### src/rtl/sample_iterator.sv
// rtl/sample_iterator.sv - walks the subsample grid of a triangle bounding box, one sample per cycle
module sample_iterator #(
    parameter int SIGFIG = 24,
    parameter int RADIX  = 10,
    parameter int VERTS  = 3,
    parameter int AXIS   = 3,
    parameter int COLORS = 3
) (
    input  logic                                     clk,
    input  logic                                     rst,
    input  logic [VERTS-1:0][AXIS-1:0][SIGFIG-1:0]   tri_R14S,
    input  logic [COLORS-1:0][SIGFIG-1:0]            color_R14U,
    input  logic [1:0][1:0][SIGFIG-1:0]              box_R14S,
    input  logic                                     validTri_R14H,
    input  logic [3:0]                               ss_w_lg2_R14S,
    output logic                                     halt_RnnnnL,
    output logic [VERTS-1:0][AXIS-1:0][SIGFIG-1:0]   tri_R16S,
    output logic [COLORS-1:0][SIGFIG-1:0]            color_R16U,
    output logic [1:0][SIGFIG-1:0]                   sample_R16S,
    output logic                                     validSamp_R16H
);

    localparam logic [0:0] ST_WAIT = 1'b0;
    localparam logic [0:0] ST_TEST = 1'b1;

    logic [0:0]                             state_q, state_d;
    logic [VERTS-1:0][AXIS-1:0][SIGFIG-1:0] tri_q, tri_d;
    logic [COLORS-1:0][SIGFIG-1:0]          color_q, color_d;
    logic signed [SIGFIG-1:0]               ll_x_q, ll_x_d;
    logic signed [SIGFIG-1:0]               ur_x_q, ur_x_d;
    logic signed [SIGFIG-1:0]               ur_y_q, ur_y_d;
    logic signed [SIGFIG-1:0]               x_q, x_d;
    logic signed [SIGFIG-1:0]               y_q, y_d;
    logic [SIGFIG-1:0]                      step_q, step_d;
    logic                                   valid_q, valid_d;

    logic signed [SIGFIG-1:0] in_ll_x, in_ll_y, in_ur_x, in_ur_y;
    logic                     box_ok;
    logic [1:0]               ss_eff;
    logic [SIGFIG-1:0]        in_step;
    logic signed [SIGFIG:0]   nx, ny;
    logic                     nx_ok, ny_ok;

    // Decode the incoming box/step and form the one-bit-wider next positions so a
    // step past the positive limit compares as beyond the box instead of wrapping.
    always_comb begin
        in_ll_x = $signed(box_R14S[0][0]);
        in_ll_y = $signed(box_R14S[0][1]);
        in_ur_x = $signed(box_R14S[1][0]);
        in_ur_y = $signed(box_R14S[1][1]);
        box_ok  = (in_ll_x <= in_ur_x) && (in_ll_y <= in_ur_y);
        ss_eff  = (ss_w_lg2_R14S > 4'd3) ? 2'd3 : ss_w_lg2_R14S[1:0];
        in_step = {{(SIGFIG-1){1'b0}}, 1'b1} << (RADIX - int'(ss_eff));
        nx      = $signed({x_q[SIGFIG-1], x_q}) + $signed({1'b0, step_q});
        ny      = $signed({y_q[SIGFIG-1], y_q}) + $signed({1'b0, step_q});
        nx_ok   = nx <= $signed({ur_x_q[SIGFIG-1], ur_x_q});
        ny_ok   = ny <= $signed({ur_y_q[SIGFIG-1], ur_y_q});
    end

    // Next-state: accept a non-empty box in WAIT, then scan x-major until the top-right corner.
    always_comb begin
        state_d = state_q;
        tri_d   = tri_q;
        color_d = color_q;
        ll_x_d  = ll_x_q;
        ur_x_d  = ur_x_q;
        ur_y_d  = ur_y_q;
        x_d     = x_q;
        y_d     = y_q;
        step_d  = step_q;
        valid_d = 1'b0;
        case (state_q)
            ST_WAIT: begin
                if (validTri_R14H && box_ok) begin
                    tri_d   = tri_R14S;
                    color_d = color_R14U;
                    ll_x_d  = in_ll_x;
                    ur_x_d  = in_ur_x;
                    ur_y_d  = in_ur_y;
                    step_d  = in_step;
                    x_d     = in_ll_x;
                    y_d     = in_ll_y;
                    valid_d = 1'b1;
                    state_d = ST_TEST;
                end
            end
            ST_TEST: begin
                valid_d = 1'b1;
                if (nx_ok) begin
                    x_d = nx[SIGFIG-1:0];
                end else if (ny_ok) begin
                    x_d = ll_x_q;
                    y_d = ny[SIGFIG-1:0];
                end else begin
                    valid_d = 1'b0;
                    state_d = ST_WAIT;
                end
            end
            default: state_d = ST_WAIT;
        endcase
    end

    // State and output registers; reset discards any partial triangle.
    always_ff @(posedge clk or negedge rst) begin
        if (!rst) begin
            state_q <= ST_WAIT;
            tri_q   <= '0;
            color_q <= '0;
            ll_x_q  <= '0;
            ur_x_q  <= '0;
            ur_y_q  <= '0;
            x_q     <= '0;
            y_q     <= '0;
            step_q  <= '0;
            valid_q <= 1'b0;
        end else begin
            state_q <= state_d;
            tri_q   <= tri_d;
            color_q <= color_d;
            ll_x_q  <= ll_x_d;
            ur_x_q  <= ur_x_d;
            ur_y_q  <= ur_y_d;
            x_q     <= x_d;
            y_q     <= y_d;
            step_q  <= step_d;
            valid_q <= valid_d;
        end
    end

    assign halt_RnnnnL    = (state_q == ST_WAIT);
    assign tri_R16S       = tri_q;
    assign color_R16U     = color_q;
    assign sample_R16S[0] = x_q;
    assign sample_R16S[1] = y_q;
    assign validSamp_R16H = valid_q;

endmodule

### config.mk
export PLATFORM = sky130hd
export DESIGN_NAME = sample_iterator
export DESIGN_NICKNAME = d
export VERILOG_FILES = /design/src/rtl/sample_iterator.sv
export SDC_FILE = /design/constraint.sdc
export NUM_CORES = 1
export LEC_CHECK = 0
export CAP_MARGIN = 40
export CORE_AREA = 2 2 280 282
export DETAILED_ROUTE_END_ITERATION = 8
export DIE_AREA = 0 0 282 284
export PLACE_DENSITY = 0.52
export RECOVER_POWER = 50
export SYNTH_ARGS = -nofsm -noshare
export SYNTH_HDL_FRONTEND = slang
export SYNTH_SLANG_ARGS = --single-unit
### constraint.sdc
create_clock -name clk -period 9.5 [get_ports clk]
set_input_delay 0.95 -clock clk [delete_from_list [all_inputs] [get_ports clk]]
set_output_delay 0.95 -clock clk [all_outputs]
set_load 0.01 [all_outputs]
==> qor.csv <==
stage,metric,value,unit
power,total power after layout,0.00978,W
drt,DR vias,19000,
clock_tree,Max Root-Sink Buffers,3,
power,PwrDens,317,nW/um2
clock_tree,Max H-tree Level,2,
sta,Max Fclk,152,MHz
floorplanning,initial core utilization,0.269,
synthesis,Synthesized Nets,2902,
place,number of port buffers,728,
drt,Iteration-0 DRC Markers,1068,
setup_path,critical path startpoint category,primary input,
layout,Nets,3593,
clock_tree,"Reg clk slew, reported paths",60,ps
synthesis,list of most frequent post-synthesis cells,"1031 x nand2_1, 422 x dfrtp_1, 130 x ha_1",
place,DP Wirelength,63700,um
synthesis,Post-synth ARST share,1.00,
sta,Tmin final,6560,ps
floorplanning,Cell Rows,102,
grt,initial antenna violation count,10,
grt,wire length of the first global-routing pass,124000,um
drt,routed wire length,83300,um
clock_tree,post-CTS resize count,0,
sta,"Slew Viols, Final",109,
synthesis,"flops & latches, synth",422,
synthesis,yosys warns,0,
synthesis,cell count after synthesis,2379,
min_path,Hold Path Class,reg -> reg,
clock_tree,CTS buffer count,51,
sta,Slew headroom,-3.08,
power,leakage,15.0,nW
drt,Post-route DRC,0,
synthesis,"Cell Area, Synth",20700,um2
sta,post-route setup TNS,0,ps
floorplanning,Die Footprint,80100,um2
layout,P&R area growth vs syn,48.9,%
place,RD Place Congestion,0.952,
grt,largest net degree at the start of global routing,216,
setup_path,FF-to-FF setup slack,3220,ps
setup_path,Slowest Stage Delay on Critical Path,4190,ps
sta,Clock Skews,24.6,ps
sta,worst slew pin tran,6120,ps
drt,Pre-antenna DRT Iters,7,
floorplanning,Die X-Extent,282,um
synthesis,Netlist cell types,69,
sta,# setup viols final,0,
clock_tree,Clock Sinks,422,
status,status,"finished, violations left",
setup_path,"most used cell, CP",clkbuf_1,
setup_path,worst endpoint data arrival time,7220,ps
clock_tree,Root Driver,clkbuf_16,
floorplanning,core area,77000,um2
sta,Fin. Hold Viols,0,
synthesis,Synth area leaders,"dfrtp_1 51%, nand2_1 19%, ha_1 7.9%",
grt,number of global-route vias before repair,19300,
setup_path,Crit-path slowest cell,clkbuf_1,
grt,GRT Residual Overflow,0,
setup_path,Crit. End Element,async pin,
setup_path,critical setup path kind,in -> async,
drt,DR WL/cell,20.0,um
setup_path,"critical path, cell by cell","clkbuf_1, clkbuf_1, buf_16, buf_4",
synthesis,Synth area leader,dfrtp_1,
setup_path,CP max FO,108,
synthesis,ys flop type,dfrtp_1,
power,peak supply drop,0.155,mV
floorplanning,Die Y,284,um
setup_path,Worst EP required,10160,ps
layout,ratio of cells with drive above 1 in the final layout,0.0421,
synthesis,sequential element share of the synthesized area,0.510,
synthesis,Post-Syn Area per Cell,8.71,um2
synthesis,Post-synth EDFFs,0,
status,failing checks,"max-capacitance violations, max-slew violations",
clock_tree,clk_lat worst skew,600,ps
drt,DR vias/cell,4.57,
sta,final period utilization,0.691,
clock_tree,# hold bufs at CTS,0,
drt,ANT nets after route,0,
clock_tree,CTS tree,yes,
sta,unrepaired setup endpoints after global routing,false,
flow_run,Max Cap Violations,1,
floorplanning,# IOs,729,
synthesis,most common cell in the netlist,nand2_1,
grt,Tot GR Track Use,0.203,
synthesis,Synth top area share,0.510,
clock_tree,Post-CTS Setup Bufs,0,
where the power goes:
group | internal [W] | leakage [nW] | switching [W] | total, W
clock network | 0.00123 | 0.858 | 0.000821 | 0.00205
registers | 0.00263 | 5.22 | 0.000528 | 0.00316
logic | 0.00211 | 8.89 | 0.00245 | 0.00457
worst max-delay path, delay by kind of cell:
family                 cells  cell delay, ps
buffers and inverters      4            6080
flip-flops by register name, summed over array words and instances (netlist names):
signal          cells
tri_R16S          216
color_R16U         72
ll_x_q             24
ur_x_q             24
ur_y_q             24
x_q                24
y_q                24
step_q             13
validSamp_R16H      1
stage by stage:
stage	worst slack [ps]	cells	util	cell area [um2]	hold slack [ps]
after global routing	1680	4153	0.401	30800	488
final	2940	4154	0.401	30800	467
after detailed placement	3210	4057	0.378	29100	461
after floorplan	4940	2379	-	20700	445
after global placement	2920	4052	0.377	29000	457
after CTS	3170	4150	0.401	30800	430
cell families after synthesis:
family,after synthesis,share of synthesized area
muxes,56,0.0287
adders and majority gates,132,0.0805
and+or+nand+nor,1229,0.238
DFF,422,0.510
buffers and inverters,228,0.0460
AOI/OAI and AO/OA,270,0.0791
xor gates and xnor gates,42,0.0178
cell usage in the layout, fill, tap and decap left out, drive strengths merged, types with 9 or more instances in the layout:
| master | count |
|---|---|
| nand4 | 22 |
| inv | 124 |
| ha | 130 |
| dfrtp | 422 |
| nand2 | 1031 |
| clkinv | 9 |
| o21ai | 86 |
| xnor2 | 27 |
| a21o | 14 |
| mux2 | 27 |
| clkbuf | 77 |
| clkdlybuf4s50 | 461 |
| dlygate4sd3 | 266 |
| mux2i | 29 |
| a21oi | 91 |
| xor2 | 15 |
| buf | 15 |
| nor2 | 54 |
| nand3 | 30 |
| nor3 | 35 |
| a211oi | 12 |
| and2 | 13 |
path summary, 6_finish.rpt:
path | from | end | depth (start not counted)
worst max-delay path | rst | tri_R16S[172]$_DFFE_PN0P_ | 4
worst min-delay path | tri_R16S[164]$_DFFE_PN0P_ | tri_R16S[164]$_DFFE_PN0P_ | 2
worst max register to register | step_q[5]$_DFFE_PN0P_ | x_q[10]$_DFFE_PN0P_ | 18
worst min register to register | tri_R16S[164]$_DFFE_PN0P_ | tri_R16S[164]$_DFFE_PN0P_ | 2
max in group clk | step_q[5]$_DFFE_PN0P_ | x_q[10]$_DFFE_PN0P_ | 18
min in group asynchronous | rst | ur_y_q[1]$_DFFE_PN0P_ | 1
layer usage:
metal  global-route usage  vias to the layer above  wire length, um
met2                0.354                      587            41600
met5                    0                        -               51
li1                     -                     9108                -
met1                0.249                     9174            34000
met3               0.0516                      110             5910
met4               0.0479                       10             1710
layout make-up:
type / instances / area (um2)
Antenna cell: 4 / 10.0
Fill cell: 7691 / 46100
Clock inverter: 18 / 239
Timing Repair Buffer: 744 / 7510
Inverter: 122 / 458
Clock buffer: 75 / 1510
Multi-Input combinational cell: 1729 / 9240
Sequential cell: 422 / 10600
Tap cell: 1040 / 1300
No activity file was read; power rests on OpenSTA's default activity.
